==> src/rtl/rael.sv <==
// ============================================================================
//  Module   : rael
//  Purpose  : Registered 8-to-32-bit arithmetic stage: load, accumulate,
//             square or shift-in a byte operand each clock.
//  Options  : RAEL_SAT_EN - accumulate saturates at 32'hFFFFFFFF instead
//             of wrapping modulo 2^32.
//  Revision : 1.0 - initial release
// ============================================================================
`default_nettype none

module rael (
    input  logic        clk,
    input  logic        rst,
    input  logic [7:0]  ontiveros,
    input  logic [1:0]  rami,
    output logic [31:0] Y
);

    localparam logic [1:0] C_MODE_LOAD  = 2'b00;
    localparam logic [1:0] C_MODE_ACC   = 2'b01;
    localparam logic [1:0] C_MODE_SQR   = 2'b10;
    localparam logic [1:0] C_MODE_SHIFT = 2'b11;

    logic [31:0] y_q;
    logic [31:0] y_d;
    logic [31:0] acc_w;
    logic [15:0] sqr_w;

`ifdef RAEL_SAT_EN
    logic [32:0] acc_full_w;

    // The carry out of the 33-bit sum flags an overflow; clamp to all-ones.
    always_comb begin
        acc_full_w = {1'b0, y_q} + {25'h0, ontiveros};
        acc_w      = acc_full_w[32] ? 32'hFFFF_FFFF : acc_full_w[31:0];
    end
`else
    always_comb begin
        acc_w = y_q + {24'h0, ontiveros};
    end
`endif

    always_comb begin
        sqr_w = {8'h0, ontiveros} * {8'h0, ontiveros};
    end

    always_comb begin
        y_d = y_q;
        case (rami)
            C_MODE_LOAD:  y_d = {24'h0, ontiveros};
            C_MODE_ACC:   y_d = acc_w;
            C_MODE_SQR:   y_d = {16'h0, sqr_w};
            C_MODE_SHIFT: y_d = {y_q[23:0], ontiveros};
            default:      y_d = y_q;
        endcase
    end

    always_ff @(posedge clk or posedge rst) begin
        if (rst) begin
            y_q <= 32'h0;
        end else begin
            y_q <= y_d;
        end
    end

    assign Y = y_q;

endmodule

`default_nettype wire

==> config.mk <==
export PLATFORM = sky130hd
export DESIGN_NAME = rael
export DESIGN_NICKNAME = d
export VERILOG_FILES = /design/src/rtl/rael.sv
export SDC_FILE = /design/constraint.sdc
export NUM_CORES = 1
export LEC_CHECK = 0
export BUFFER_PORTS_ARGS = -buffer_cell sky130_fd_sc_hd__buf_2
export CORE_ASPECT_RATIO = 0.75
export CORE_MARGIN = 2
export CORE_UTILIZATION = 55
export DETAILED_ROUTE_END_ITERATION = 16
export GPL_TIMING_DRIVEN = 0
export PLACE_DENSITY = 0.88
export SYNTH_ARGS = -nofsm -noshare
export SYNTH_HDL_FRONTEND = slang
export SYNTH_SLANG_ARGS = --single-unit
==> constraint.sdc <==
create_clock -name clk -period 4.75 [get_ports clk]
set_input_delay 0 -clock clk [delete_from_list [all_inputs] [get_ports clk]]
set_output_delay 0 -clock clk [all_outputs]
set_load 0.05 [all_outputs]
==> flow_metrics.env, run 1 <==
export IMPL_drive_above_1_share=0.143
export IMPL_io_pins=44
export IMPL_cp_required_ps=4920
export IMPL_setup_worst_path_end_class="flip-flop"
export IMPL_worst_path_max_fanout=10
export IMPL_worst_path_max_delay_cell="fa_1"
export IMPL_number_of_stages_on_the_worst_hold_path=3
export IMPL_grt_first_pass_wirelength_mm=16.5
export IMPL_cts_root_buf="clkbuf_8"
export IMPL_peakVddDrop_mv=0.201
export IMPL_grt_start_max_net_pins=33
export IMPL_fmaxAchievable_mhz=224
export IMPL_synth_async_sr_flop_share=1.00
export IMPL_detailed_place_hpwl_mm=7.53
export IMPL_total_iterations_of_the_first_detailed_routing_run=6
export IMPL_drt_first_iter_violations=409
export IMPL_global_route_usage_total=0.267
export IMPL_die_y_um=76.6
export IMPL_final_core_utilization=0.634
export IMPL_viasPerCell=6.13
export IMPL_final_hold_worst_slack_ps=41.9
export IMPL_most_crowded_layer_after_global_routing="met2"
export IMPL_wl_per_cell_um=17.3
export IMPL_crit_type="primary input to flip-flop"
export IMPL_synth_compound_area_share=0.188
export IMPL_final_min_period_over_clock_period=0.941
export IMPL_fp_dieArea_um2=7720
export IMPL_minimum_clock_period_ps=4470
export IMPL_synth_net_count=519
export IMPL_r2r_cells=8
export IMPL_globalRoute_totalOverflow=0
export IMPL_row_count=26
export IMPL_largest_register_ff_count=32
export IMPL_antenna_found_initial=0
export IMPL_ys_dominant_reg_cell="dfrtp_1"
export IMPL_min_delay_worst_endpoint="Y[0]"
export IMPL_worst_slew_pin_transition_ps=673
export IMPL_gp_routability_congestion=0.920
export IMPL_area_growth_syn_to_layout_pct=11.6
export IMPL_core_region_area_um2=6800
export IMPL_number_of_flops_mapped_to_enable_cells_by_yosys=0
export IMPL_final_hold_violation_count=0
export IMPL_fin_worst_skew_ps=5.98
export IMPL_power_density_nw_per_um2=408
export IMPL_syn_avg_cell_area_um2=8.72
export IMPL_yosysWarningCount=0
export IMPL_worstSkewPairLatency_ps=290
export IMPL_synthMuxAreaShare=0.00259
export IMPL_detailroute_via_count=3556
export IMPL_count_of_buffers_added_by_post_cts_timing_repair_for_setup=0
export IMPL_worstHoldPathType="primary input to flip-flop"
export IMPL_antenna_cells_inserted=0
export IMPL_grt_use_met3=0.0651
export IMPL_timing_max_transition_violations_final=0
export IMPL_remaining_drc_errors=0
export IMPL_cap_viol_max_count=0
export IMPL_grtUsageMet1=0.386
export IMPL_timing_rr_end="Y[16]"
export IMPL_reg2reg_setup_slack_ps=2120
export IMPL_status="finished, final reports clean"
export IMPL_list_of_cells_traversed_by_the_critical_path="buf_2 -> clkbuf_1 -> inv_1 -> nor2_1 -> fa_1 -> fa_1 -> inv_1 -> fa_1 -> fa_1 -> inv_1 -> ha_1 -> o21a_1 -> o21ai_1 -> a31oi_1 -> o21a_1 -> or3_1 -> a32o_1"
export IMPL_worstSetupStartpointType="primary input"
export IMPL_setup_repair_after_global_routing_missed_its_margin="false"
export IMPL_synthesis_area_um2=3860
export IMPL_synth_adder_area_share=0.258
export IMPL_relSlewSlack=0.551
export IMPL_nets=571
export IMPL_syn_inst=443
export IMPL_finalInstanceArea_um2=4310
export IMPL_synthSimpleGateAreaFrac=0.196
export IMPL_cts_num_sinks=32
export IMPL_number_of_nets_with_antenna_violations_after_routing=0
export IMPL_clk_pin_slew_worst_paths_ps=60
export IMPL_synthDistinctLibCells=57
export IMPL_combinational_family_with_the_most_area_after_synthesis="adder cells"
export IMPL_totalWireLength_mm=10.0
export IMPL_yosys_register_bits=32
export IMPL_grt_util_met2=0.403
export IMPL_setup_viol_count_final=0
export IMPL_number_of_global_route_vias_before_repair=3410
export IMPL_hold_path_startpoint="ontiveros[0]"
export IMPL_power_leakage_nw=2.02
export IMPL_dp_area_um2=4180
export IMPL_initial_core_util=0.568
export IMPL_tritoncts_num_buffers=5
export IMPL_worst_r2r_startpoint="Y[0]"
export IMPL_cts_tree="built"
export IMPL_worstPathArrival_ps=4640
export IMPL_timing_critical_path_slowest_cell_delay_ps=540
export IMPL_cts_htree_levels=2
export IMPL_cts_max_path_buffers=2
export IMPL_worst_path_most_repeated_cell="fa_1"
export IMPL_die_width_um=101
export IMPL_synth_xor_area_frac=0.0861
export IMPL_io_buffer_count=43
export IMPL_yosysSeqAreaShare=0.207
cell type report:
type                       instances  area (um2)
tap                               84         105
multi-input combinational        347        2820
buffer                            12        45.0
fill                             537        2490
timing repair buffer              45         253
clock buffer                       8        90.1
inverter                          52         195
sequential                        32         801
power breakdown:
group	internal, mW	leakage [nW]	switching, mW
Sequential	0.324	0.407	0.0865
Clock	0.118	0.0455	0.104
Combinational	0.413	1.56	0.715
cell usage in the layout (no fill, tap or decap), drive strengths merged, types with 5 or more instances in the layout:
master,instances
a21oi,29
o21ai,31
xor2,10
o21a,7
nand2,34
nand4,6
buf,44
xnor2,28
nand3,9
and2,17
inv,51
fa,26
o211ai,6
nand2b,9
nor2,28
nor3,11
clkbuf,20
a211oi,6
dfrtp,32
ha,38
o22ai,5
cells in the mapped netlist (2+ instances only):
master    count  area [um2]
and4_4        2        22.5
nand3_1       8        40.0
and2_1       17         106
a21oi_1      28         140
nor3_1        8        40.0
a211oi_1      6        45.0
o211a_1       3        30.0
ha_1         38         475
o221ai_1      2        17.5
xor2_1       10        87.6
fa_1         26         521
o21bai_1      2        15.0
nand4_1       5        31.3
o31ai_1       2        15.0
nor2_1       28         105
o21a_1        7        52.6
nand2b_1      9        56.3
nand2_1      33         124
o21ai_0      23         115
or3_1         2        12.5
inv_1        51         191
or2_2         2        12.5
o211ai_2      2        25.0
nor3_2        3        30.0
o21ai_1       8        40.0
nor2b_1       4        25.0
xnor2_1      28         245
a21o_1        4        30.0
o22ai_1       5        31.3
clkbuf_1     12        45.0
o311a_1       3        30.0
nor4_2        3        37.5
o211ai_1      4        30.0
dfrtp_1      32         801
worst max-delay path by stage:
stage            end  depth (start not counted)          from  slack [ps]
2_1_floorplan  Y[12]                         16  ontiveros[5]         580
3_3_place_gp   Y[12]                         17  ontiveros[5]          80
3_5_place_dp   Y[12]                         17  ontiveros[5]         -20
4_1_cts        Y[12]                         17  ontiveros[5]         270
5_1_grt        Y[12]                         17  ontiveros[5]          30
6_report       Y[12]                         17  ontiveros[5]         280
metrics by stage:
stage / cells / TNS (ps) / power [mW] / worst slack (ps)
2_1_floorplan: 443 / 0 / 1.26 / 577
3_3_place_gp: 570 / 0 / 1.47 / 78.2
3_5_place_dp: 570 / -18.1 / 1.51 / -18.1
4_1_cts: 578 / 0 / 1.74 / 272
5_1_grt: 580 / 0 / 1.88 / 28.7
6_report: 580 / 0 / 1.76 / 278
logic make-up after synthesis:
kind of cell	after synthesis
AOI/OAI and AO/OA	110
DFF	32
and+or+nand+nor	134
xor gates and xnor gates	38
adders and majority gates	64
muxes	1
buffers and inverters	64
per-layer routing:
metal  part of all wire  up-vias
met5                  0        -
met4              0.014        0
met3               0.10       21
met2               0.45      210
met1               0.43     1702
li1                   -     1623
worst max-delay path: cells and delay by family:
kind / cells / cell delay, ps
and+or+nand+nor: 2 / 530
AOI/OAI and AO/OA: 5 / 910
adders and majority gates: 5 / 2400
buffers and inverters: 5 / 790
repair_timing:
action,in CTS,in global routing
hold endpoints to repair,0,14
resized for setup,0,0
hold buffers,0,1
(Power assumes the default switching activity.)
==> run 2: changes to the inputs <==
--- a/config.mk
+++ b/config.mk
@@ -8,10 +8,10 @@
 export BUFFER_PORTS_ARGS = -buffer_cell sky130_fd_sc_hd__buf_2
 export CORE_ASPECT_RATIO = 0.75
 export CORE_MARGIN = 2
-export CORE_UTILIZATION = 55
+export CORE_UTILIZATION = 60
 export DETAILED_ROUTE_END_ITERATION = 16
 export GPL_TIMING_DRIVEN = 0
-export PLACE_DENSITY = 0.88
+export PLACE_DENSITY = 0.94
 export SYNTH_ARGS = -nofsm -noshare
 export SYNTH_HDL_FRONTEND = slang
 export SYNTH_SLANG_ARGS = --single-unit
==> constraint.sdc (replaced) <==
create_clock -name clk -period 4.85 [get_ports clk]
set_input_delay 0 -clock clk [delete_from_list [all_inputs] [get_ports clk]]
set_output_delay 0 -clock clk [all_outputs]
set_load 0.05 [all_outputs]
==> flow_metrics.env, run 2 (same netlist as run 1, synthesis figures left out) <==
export IMPL_status="finished, final reports clean"
export IMPL_detailed_place_hpwl_mm=7.82
export IMPL_setup_worst_path_end_class="flip-flop"
export IMPL_power_leakage_nw=2.02
export IMPL_nets=570
export IMPL_die_y_um=73.5
export IMPL_globalRoute_totalOverflow=0
export IMPL_setup_viol_count_final=0
export IMPL_global_route_usage_total=0.296
export IMPL_clk_pin_slew_worst_paths_ps=60
export IMPL_count_of_buffers_added_by_post_cts_timing_repair_for_setup=0
export IMPL_io_pins=44
export IMPL_detailroute_via_count=3653
export IMPL_number_of_nets_with_antenna_violations_after_routing=0
export IMPL_setup_tns_final_ps=0
export IMPL_relSlewSlack=0.552
export IMPL_grt_start_max_net_pins=33
export IMPL_drive_above_1_share=0.147
export IMPL_antenna_cells_inserted=0
export IMPL_core_region_area_um2=6260
export IMPL_cts_root_buf="clkbuf_8"
export IMPL_worst_path_max_fanout=10
export IMPL_io_buffer_count=43
export IMPL_initial_core_util=0.618
export IMPL_total_iterations_of_the_first_detailed_routing_run=6
export IMPL_reg2reg_setup_slack_ps=2300
export IMPL_grt_first_pass_wirelength_mm=16.6
export IMPL_drt_first_iter_violations=391
export IMPL_cts_max_path_buffers=2
export IMPL_gp_routability_congestion=0.961
export IMPL_minimum_clock_period_ps=4570
export IMPL_final_hold_violation_count=0
export IMPL_timing_max_transition_violations_final=0
export IMPL_layout_commonest_cell="inv_1"
export IMPL_viasPerCell=6.34
export IMPL_remaining_drc_errors=0
export IMPL_die_width_um=96.7
export IMPL_number_of_global_route_vias_before_repair=3485
export IMPL_worstSetupStartpointType="primary input"
export IMPL_place_worst_setup_slack_ps=43.3
export IMPL_final_hold_worst_slack_ps=57.0
export IMPL_crit_type="primary input to flip-flop"
export IMPL_worstPathArrival_ps=4740
export IMPL_antenna_found_initial=0
export IMPL_worst_slew_pin_transition_ps=671
export IMPL_finalWorstSetupSlack_ps=283
export IMPL_largest_register_ff_count=32
export IMPL_cts_num_sinks=32
export IMPL_layoutNonFillerInstCount=576
export IMPL_worstHoldPathType="primary input to flip-flop"
export IMPL_cts_htree_levels=2
export IMPL_fp_dieArea_um2=7100
export IMPL_wl_per_cell_um=18.3
export IMPL_fin_worst_skew_ps=11.0
export IMPL_fmaxAchievable_mhz=219
export IMPL_area_growth_syn_to_layout_pct=11.9
export IMPL_peakVddDrop_mv=0.190
export IMPL_tritoncts_num_buffers=5
export IMPL_post_place_cells=567
export IMPL_totalWireLength_mm=10.6
export IMPL_dp_area_um2=4180
export IMPL_commonest_non_fill_non_tap_cells_in_the_layout="inv_1, buf_2, ha_1"
export IMPL_finalInstanceArea_um2=4330
export IMPL_setup_repair_after_global_routing_missed_its_margin="false"
export IMPL_cap_viol_max_count=0
export IMPL_fill_cells=449
export IMPL_cp_required_ps=5030
export IMPL_row_count=25
export IMPL_final_min_period_over_clock_period=0.942
export IMPL_power_density_nw_per_um2=417
export IMPL_cts_tree="built"
export IMPL_worstSkewPairLatency_ps=300
run 2: cell count changes in the layout (fill, tap and decap cells not counted):
cell / change
clkbuf_1: -3
bufinv_16: +1
clkbuf_8: -1
clkinv_2: +1
clkinvlp_4: +1
run 2: cell type report:
class / instances / area, um2 / area share
Multi-Input combinational cell: 347 / 2820 / 0.653
Sequential cell: 32 / 801 / 0.185
Timing Repair Buffer: 45 / 253 / 0.0584
Inverter: 52 / 195 / 0.0451
Tap cell: 81 / 101 / 0.0234
Clock buffer: 5 / 68.8 / 0.0159
Clock inverter: 3 / 42.5 / 0.00984
Buffer: 11 / 41.3 / 0.00955
run 2: worst paths after layout:
kind                                    from  endpoint  cells after the start
worst max-delay path            ontiveros[7]     Y[12]                     16
worst min-delay path            ontiveros[0]      Y[0]                      3
worst max register to register          Y[0]     Y[14]                      8
worst min register to register         Y[31]     Y[31]                      2
max in group asynchronous                rst     Y[17]                      4
min in group asynchronous                rst      Y[9]                      3
run 2: repair_timing:
action,in CTS,in global routing
setup endpoints to repair,0,1
hold buffers,0,1
hold endpoints to repair,0,15
gates resized for setup,0,0
run 2: worst max-delay path, cell delays in order:
cell	delay [ps]
buf_2	110
clkbuf_1	420
and2_1	290
fa_1	450
fa_1	550
inv_1	60
fa_1	520
fa_1	550
inv_1	40
ha_1	330
o21a_1	240
o21ai_1	270
a31oi_1	150
o21a_1	220
or3_1	310
a32o_1	250
run 2: through the flow:
step,power (mW),utilization
finish,1.80,0.691
detailed placement,1.48,0.668
floorplan,1.24,-
global placement,1.44,0.668
CTS,1.77,0.686
global route,1.91,0.691
run 2: per-layer routing:
layer | up-vias | wire length, um | global-route usage
li1 | 1637 | - | -
met5 | - | 0 | 0
met1 | 1727 | 4120 | 0.380
met2 | 241 | 4900 | 0.478
met3 | 48 | 1170 | 0.0790
met4 | 0 | 357 | 0.131
run 2: power breakdown:
part | internal, mW | switching [mW]
sequential | 0.317 | 0.0846
clock | 0.152 | 0.111
combinational | 0.406 | 0.733
total | 0.875 | 0.928
